File: src/rtl/bin2bcd_seq.sv
// bin2bcd_seq: sequential shift-and-add-3 binary to 4-digit packed BCD converter.
// Converts one bit per clock; results saturate to 9999 with ovf set.
module bin2bcd_seq #(
   parameter int BIN_W = 14
) (
   input  logic             clk,
   input  logic             rst,
   input  logic             start,
   input  logic [BIN_W-1:0] bin,
   output logic             busy,
   output logic             done,
   output logic [15:0]      bcd,
   output logic             ovf
);
   localparam int WW = 16 + BIN_W;
   localparam int CW = $clog2(BIN_W);
   typedef enum logic {S_IDLE = 1'b0, S_SHIFT = 1'b1} state_t;
   state_t          r_state;
   state_t          w_state;
   logic [WW-1:0]   r_work;
   logic [CW-1:0]   r_cnt;
   logic            r_ovf_pend;
   logic            r_done;
   logic [15:0]     r_bcd;
   logic            r_ovf;
   logic [15:0]     w_adj;
   logic [WW-1:0]   w_shift;
   logic            w_last;
   logic            w_load;
   logic            w_fin;
   // Add-3 on every BCD nibble >= 5, evaluated on pre-add values.
   for (genvar g = 0; g < 4; g++) begin : g_adj
      assign w_adj[4*g +: 4] = (r_work[BIN_W + 4*g +: 4] >= 4'd5) ?
                               r_work[BIN_W + 4*g +: 4] + 4'd3 :
                               r_work[BIN_W + 4*g +: 4];
   end
   assign w_shift = {w_adj[14:0], r_work[BIN_W-1:0], 1'b0};
   assign w_last  = (r_cnt == CW'(BIN_W - 1));
   always_ff @(posedge clk or posedge rst) begin
      if (rst) r_state <= S_IDLE;
      else     r_state <= w_state;
   end
   always_comb begin
      w_state = r_state;
      if (r_state == S_IDLE) w_state = start ? S_SHIFT : S_IDLE;
      else                   w_state = w_last ? S_IDLE : S_SHIFT;
   end
   always_comb begin
      w_load = (r_state == S_IDLE) && start;
      w_fin  = (r_state == S_SHIFT) && w_last;
   end
   always_ff @(posedge clk or posedge rst) begin
      if (rst) begin
         r_work     <= '0;
         r_cnt      <= '0;
         r_ovf_pend <= 1'b0;
         r_done     <= 1'b0;
         r_bcd      <= 16'h0000;
         r_ovf      <= 1'b0;
      end else begin
         r_done <= w_fin;
         if (w_load) begin
            r_work     <= {16'h0000, bin};
            r_cnt      <= '0;
            r_ovf_pend <= (32'(bin) > 32'd9999);
         end else if (r_state == S_SHIFT) begin
            r_work <= w_shift;
            r_cnt  <= r_cnt + 1'b1;
         end
         if (w_fin) begin
            r_bcd <= r_ovf_pend ? 16'h9999 : w_shift[WW-1 -: 16];
            r_ovf <= r_ovf_pend;
         end
      end
   end
   assign busy = (r_state == S_SHIFT);
   assign done = r_done;
   assign bcd  = r_bcd;
   assign ovf  = r_ovf;
endmodule
File: config.mk
export PLATFORM = sky130hd
export DESIGN_NAME = bin2bcd_seq
export DESIGN_NICKNAME = d
export VERILOG_FILES = /design/src/rtl/bin2bcd_seq.sv
export SDC_FILE = /design/constraint.sdc
export NUM_CORES = 1
export LEC_CHECK = 0
export ABC_AREA = 1
export CAP_MARGIN = 10
export CORE_MARGIN = 2
export CORE_UTILIZATION = 45
export CTS_CLUSTER_DIAMETER = 120
export CTS_CLUSTER_SIZE = 10
export DETAILED_ROUTE_END_ITERATION = 10
export DONT_BUFFER_PORTS = 1
export PLACE_DENSITY_LB_ADDON = 0.1
export SLEW_MARGIN = 0
export SYNTH_ARGS = -nofsm -noshare
export SYNTH_HDL_FRONTEND = slang
export SYNTH_SLANG_ARGS = --single-unit
File: constraint.sdc
create_clock -name clk -period 2.6 [get_ports clk]
set_input_delay 0.78 -clock clk [delete_from_list [all_inputs] [get_ports clk]]
set_output_delay 0.78 -clock clk [all_outputs]
set_load 0.1 [all_outputs]
---- Word level (Yosys, flattened, before mapping) ----
Index checks and enable logic that the tools add are counted.
storage, ports and cells
  ROM bits ................................ 0
  bits in latches ......................... 0
  memories kept ........................... 0
  memory bits (writable) .................. 0
  register bits after elaboration ......... 54
  input bits .............................. 17
  output and inout port bits .............. 19
cells by class
  reduce and logical (&&, ||, !) cells .... 3
  $mul .................................... 0
  eq/ne operators ......................... 1
  divide/modulo/power cells ............... 0
  shifts and indexed selects .............. 0
  muxes and demuxes ....................... 12
  add/sub/neg operators ................... 5
  $lt $le $gt $ge ......................... 5
  bitwise operators ....................... 1
operators with widths
  operator                                              number
  2-to-1 mux 30 bit                                     2
  2-to-1 mux 4 bit                                      5
  >= comparator 4 x 3 -> 1 bit (second input constant)  4
  2-to-1 mux 16 bit                                     1
  > comparator 14 bit (second input constant)           1
  adder 4 x 2 -> 4 bit (second input constant)          3
  adder 4 x 1 -> 4 bit (second input constant)          1
  == test 4 bit (second input constant)                 1
  adder 3 x 2 -> 3 bit (second input constant)          1
  2-to-1 mux 1 bit                                      3
  2-to-1 mux 3 bit                                      1
  logical AND 1 bit                                     2
  nonzero test 2 bit                                    1
  inverter 1 bit                                        1

---- Depth between registers and ports, before layout ----
Gate-level depths: netlist of the first run.
  depth in word-level cells ............... 4
  gate-level depth with buffers ........... 8
  gate-level depth less buffers ........... 8

---- Worst setup path before layout of the first run ----
OpenSTA, ideal clock, no wires.
  path type ............................... reg2reg
  start ................................... register r_state (netlist: busy)
  end ..................................... register r_work[2]
  data required time ...................... 2.461 ns
  period minus slack after synthesis ...... 1.806 ns
  setup time .............................. 0.139 ns
  arrival ................................. 1.667 ns
  stages on the path, launching flop included .. 5
  slack ................................... 0.794 ns
  buffers on the path ..................... 1
  cells stage by stage .................... dfrtp_1 inv_1 nand2_1 buf_2 o221ai_1
on the way
  cells in the longest elaborated chain, start to end .. 3
  elaborated cells between the ends (all ways) .. 4
  classes of those cells .................. mux (1); bitwise (1); reduce/logical (2)
ends and longest elaborated chain
  what                                                     line  RTL
  from (decl)                                              18    state_t r_state;
  from (signal assigned)                                   41    else r_state <= w_state;
  inverter 1 bit                                           49    w_load = (r_state == S_IDLE) && start;
  logical AND 1 bit                                        49
  2-to-1 mux 30 bit or nonzero test 2 bit (tied branches)  -
  to (signal assigned)                                     63    r_work <= {16'h0000, bin};
  to (signal assigned)                                     67    r_work <= w_shift;
  to (decl)                                                20    logic [WW-1:0] r_work;
Parallel ways exist; a longest one is shown, timed or not.
A chain may end at the register's enable or synchronous reset.

---- Final worst setup path of the first run ----
  start ................................... register r_state (netlist: busy)
  end ..................................... output port busy
RTL lines
  what       line  RTL
  to (decl)  10    output logic busy,
No word-level cell between the ends.

==> results of run 1 <==
## area by class of cell
cell class	instances	area [µm²]	share of cell area
flip-flops and latches	54	1350	0.472
multi-input cells	187	998	0.349
repair buffers	23	198	0.0690
inverters	40	150	0.0524
well taps	72	90.1	0.0315
clock buffers	7	76.3	0.0266
## through the flow
step,hold slack (ps),setup WS (ps)
global route,439,534
finish,415,613
floorplan,445,505
detailed placement,468,815
CTS,425,589
global placement,467,852
## worst register-to-register path, stage by stage (launching register included)
cell,delay (ps)
dfrtp_1,650
inv_1,110
nand2_1,390
inv_1,260
nand2_1,110
o21ai_0,90
## layer usage
layer / wire, µm / vias up / part of all wire / GRT usage
li1: - / 1004 / - / -
met1: 2570 / 943 / 0.49 / 0.237
met2: 2540 / 32 / 0.48 / 0.327
met3: 162 / 2 / 0.031 / 0.0420
met4: 24 / 0 / 0.0045 / 0.0534
met5: 0 / - / 0 / 0
## Yosys cell counts (all sizes together) (2+ instances only)
library cell	instances
inv	40
o22ai	6
buf	6
nand3	34
o221ai	13
nand4	4
dfrtp	54
a21oi	10
nand2	71
nor2	18
ha	10
clkbuf	2
o21ai	18
## registers in the layout, indices dropped and copies added, names as in the netlist
register and cells:
done 1, r_work 30, r_ovf_pend 1, bcd 16, r_cnt 4, ovf 1, busy 1
## kinds of logic (layout without fill, tap and decap cells)
family          Yosys count  in the layout  synth area share
compound gates           48             48             0.117
fa+ha+maj                10             10            0.0491
buf+inv                  48             70            0.0772
flops                    54             54             0.531
mux                       1              1           0.00393
simple gates            128            128             0.222
## path summary, 6_finish.rpt
kind / to / slack (ps) / cells after the start
setup / recovery: busy / 610 / 1
hold / removal: r_work[10] / 410 / 1
setup reg to reg: r_work[22] / 860 / 5
hold reg to reg: r_cnt[2] / 480 / 1
max in group asynchronous: bcd[10] / 1630 / 2
min in group clk: r_cnt[2] / 480 / 1
==> out/results.tsv, run 1 <==
metric	value	unit
rows	27	
synth_area	0.00255	mm²
postSynthCellCount	289	
vias	1981	
grt_max_degree	30	
synth_edf_count	0	
crit_start	busy	
crit_family	flip-flops	
drtIter0Drc	105	
min_period	1990	ps
synth-seq-cells	54	
rr_startpoint	busy	
track_usage	0.189	
layout-drive-gt1-share	0.109	
grt_pass1_wl	9260	µm
fin_skew	5.96	ps
grt_overflow	0	
hold_violations	0	
dpl.hpwl	3710	µm
utilization	0.523	
synth_async_sr_flop_share	1.00	
tritoncts	yes	
cts_resized	0	
cts_inserted_buffers	5	
yosys.area.top_type	dfrtp_1	
vias_per_cell	5.17	
crit_chain	buf_12	
antenna_found_initial	0	
synth.top_cell.area_share	0.531	
clkTransAtPathRegs	90	ps
syn_avg_cell_area	8.81	µm²
dpl.cell_count	376	
postCtsSetupRepairBufs	0	
synthTopCellsByArea	dfrtp_1 53%, nand2_1 10%, nand3_1 6.5%, inv_1 5.6%, ha_1 4.9%	
period_share	0.764	
grt_pass1_vias	2045	
fin_nets	338	
hold_class	input port to async pin	
slowest_delay	650	ps
cts_buffer_depth	2	
dieArea	0.00628	mm²
layout_commonest_cell	nand2_1	
ctsHoldBuffers	0	
synth_flop_cell	dfrtp_1	
fin_area	0.00286	mm²
maxSlewViolCount	0	
portBuffers	0	
wirelength	5300	µm
slew_headroom	0.607	
ant_nets	0	
worstSetupPathType	register to output port	
worstSkewPairLatency	300	ps
start_util	0.465	
final_cells	383	
status	completed	
die_h	79.2	µm
top_level_ports	36	
cp.required	1820	ps
cp-end-kind	output port	
tightest_slew	589	ps
cts_root_buf	clkbuf_8	
place_area	0.00279	mm²
die_w	79.2	µm
setup_tns	0	ps
ys_warn_count	0	
drv_cap	0	
crit_fanout	12	
num-fill-cells	552	
slowest_stage	dfrtp_1	
clock_sinks	54	
drc	0	
start_kind	register	
syn_nets	316	
core	0.00547	mm²
syn2layout_area_growth	12.5	%
diodes	0	
rsz0062_at_grt	no	
setup_viol	0	
crit_buf_inv	1	
cts_max_level	2	
fmaxAchievable	503	MHz
ys_types	21	
arrival	1210	ps
drt_pass1_iterations	4	
wire_per_inst	13.8	µm
layout_common_cells	71 x nand2_1, 54 x dfrtp_1, 37 x inv_1	
ys_seq_area_frac	0.531	
place_congestion	0.795	
Power of run 1 is left out: the tool's default activity adds up to more than one toggle a clock period on the data nets, which glitch-free logic cannot reach.
==> inputs of run 2 (changes only) <==
Clock period 2.6 ns to 2 ns, I/O delays scaled along.
==> out/results.tsv, run 2 (synthesis gave the netlist of run 1 again) <==
metric	value	unit
status	completed	
cts_resized	0	
cts_root_buf	clkbuf_8	
syn2layout_area_growth	13.2	%
slowest_stage	dfrtp_1	
core	0.00547	mm²
start_kind	register	
hold_violations	0	
period_share	0.864	
drt_pass1_iterations	4	
ctsHoldBuffers	0	
cts_inserted_buffers	5	
vias	1944	
ant_nets	0	
top_level_ports	36	
drc	0	
cts_max_level	2	
fin_skew	9.52	ps
place_congestion	0.809	
fmaxAchievable	579	MHz
postCtsSetupRepairBufs	0	
grt_overflow	0	
setup_viol	0	
crit_fanout	7	
dpl.hpwl	3600	µm
layout_common_cells	71 x nand2_1, 54 x dfrtp_1, 37 x inv_1	
cts_buffer_depth	2	
fin_nets	340	
clock_sinks	54	
drv_cap	0	
top_register	r_work	
crit_chain	buf_4	
arrival	1130	ps
grt_pass1_wl	8830	µm
crit_family	flip-flops	
layout-drive-gt1-share	0.121	
min_period	1730	ps
portBuffers	0	
grt_max_degree	55	
worstSkewPairLatency	310	ps
dieArea	0.00628	mm²
rows	27	
diodes	0	
tritoncts	yes	
cp.required	1400	ps
setup_tns	0	ps
largest_reg_flops	30	
cp-end-kind	output port	
grt_pass1_vias	1938	
die_w	79.2	µm
hold_class	input port to async pin	
vias_per_cell	5.04	
start_util	0.465	
wire_per_inst	13.4	µm
drtIter0Drc	64	
wirelength	5160	µm
maxSlewViolCount	0	
worstSetupPathType	register to output port	
crit_buf_inv	1	
clkTransAtPathRegs	100	ps
slowest_delay	480	ps
die_h	79.2	µm
antenna_found_initial	0	
track_usage	0.180	
layout_commonest_cell	nand2_1	
slew_headroom	0.775	
tightest_slew	333	ps
rsz0062_at_grt	no	
## run 2: changes by cell type in the layout (fill, tap and decap cells not counted), sizes merged
cell / delta
buf: +2
clkinv: +1
## run 2: cell type report
| cell class | instances | area, µm² |
|---|---|---|
| fill | 547 | 2590 |
| sequential | 54 | 1350 |
| multi-input combinational | 187 | 998 |
| timing repair buffer | 25 | 200 |
| inverter | 40 | 150 |
| tap | 72 | 90.1 |
| clock buffer | 7 | 86.3 |
| clock inverter | 1 | 5.00 |
## run 2: worst paths after layout
path                             from         end  slack, ps  cells past startpoint
max in group asynchronous         rst     bcd[10]       1550                      2
min in group clk               bin[0]   r_work[0]        410                      2
setup / recovery                 busy        busy        270                      1
setup reg to reg           r_work[22]  r_work[24]        610                      7
hold reg to reg                bcd[6]      bcd[6]        490                      2
hold / removal                    rst   r_work[9]        210                      2
## run 2: metal layers
layer  share of wire  global-route usage  vias to the layer above
met4          0.0097              0.0414                        0
met5               0                   0                        -
met3           0.034              0.0432                        5
met2            0.49               0.309                       32
li1                -                   -                     1008
met1            0.47               0.231                      899
## run 2: metrics by stage
| step | utilization | area, µm² | instances | setup WS, ps | hold WS (ps) |
|---|---|---|---|---|---|
| 4_1_cts | 0.527 | 2880 | 386 | 269 | 225 |
| 2_1_floorplan | - | 2550 | 289 | 85.4 | 445 |
| 3_3_place_gp | 0.510 | 2790 | 378 | 621 | 465 |
| 3_5_place_dp | 0.510 | 2790 | 378 | 603 | 468 |
| 6_report | 0.527 | 2880 | 386 | 272 | 212 |
| 5_1_grt | 0.527 | 2880 | 386 | 231 | 229 |
Power of run 2 is left out for the same reason.
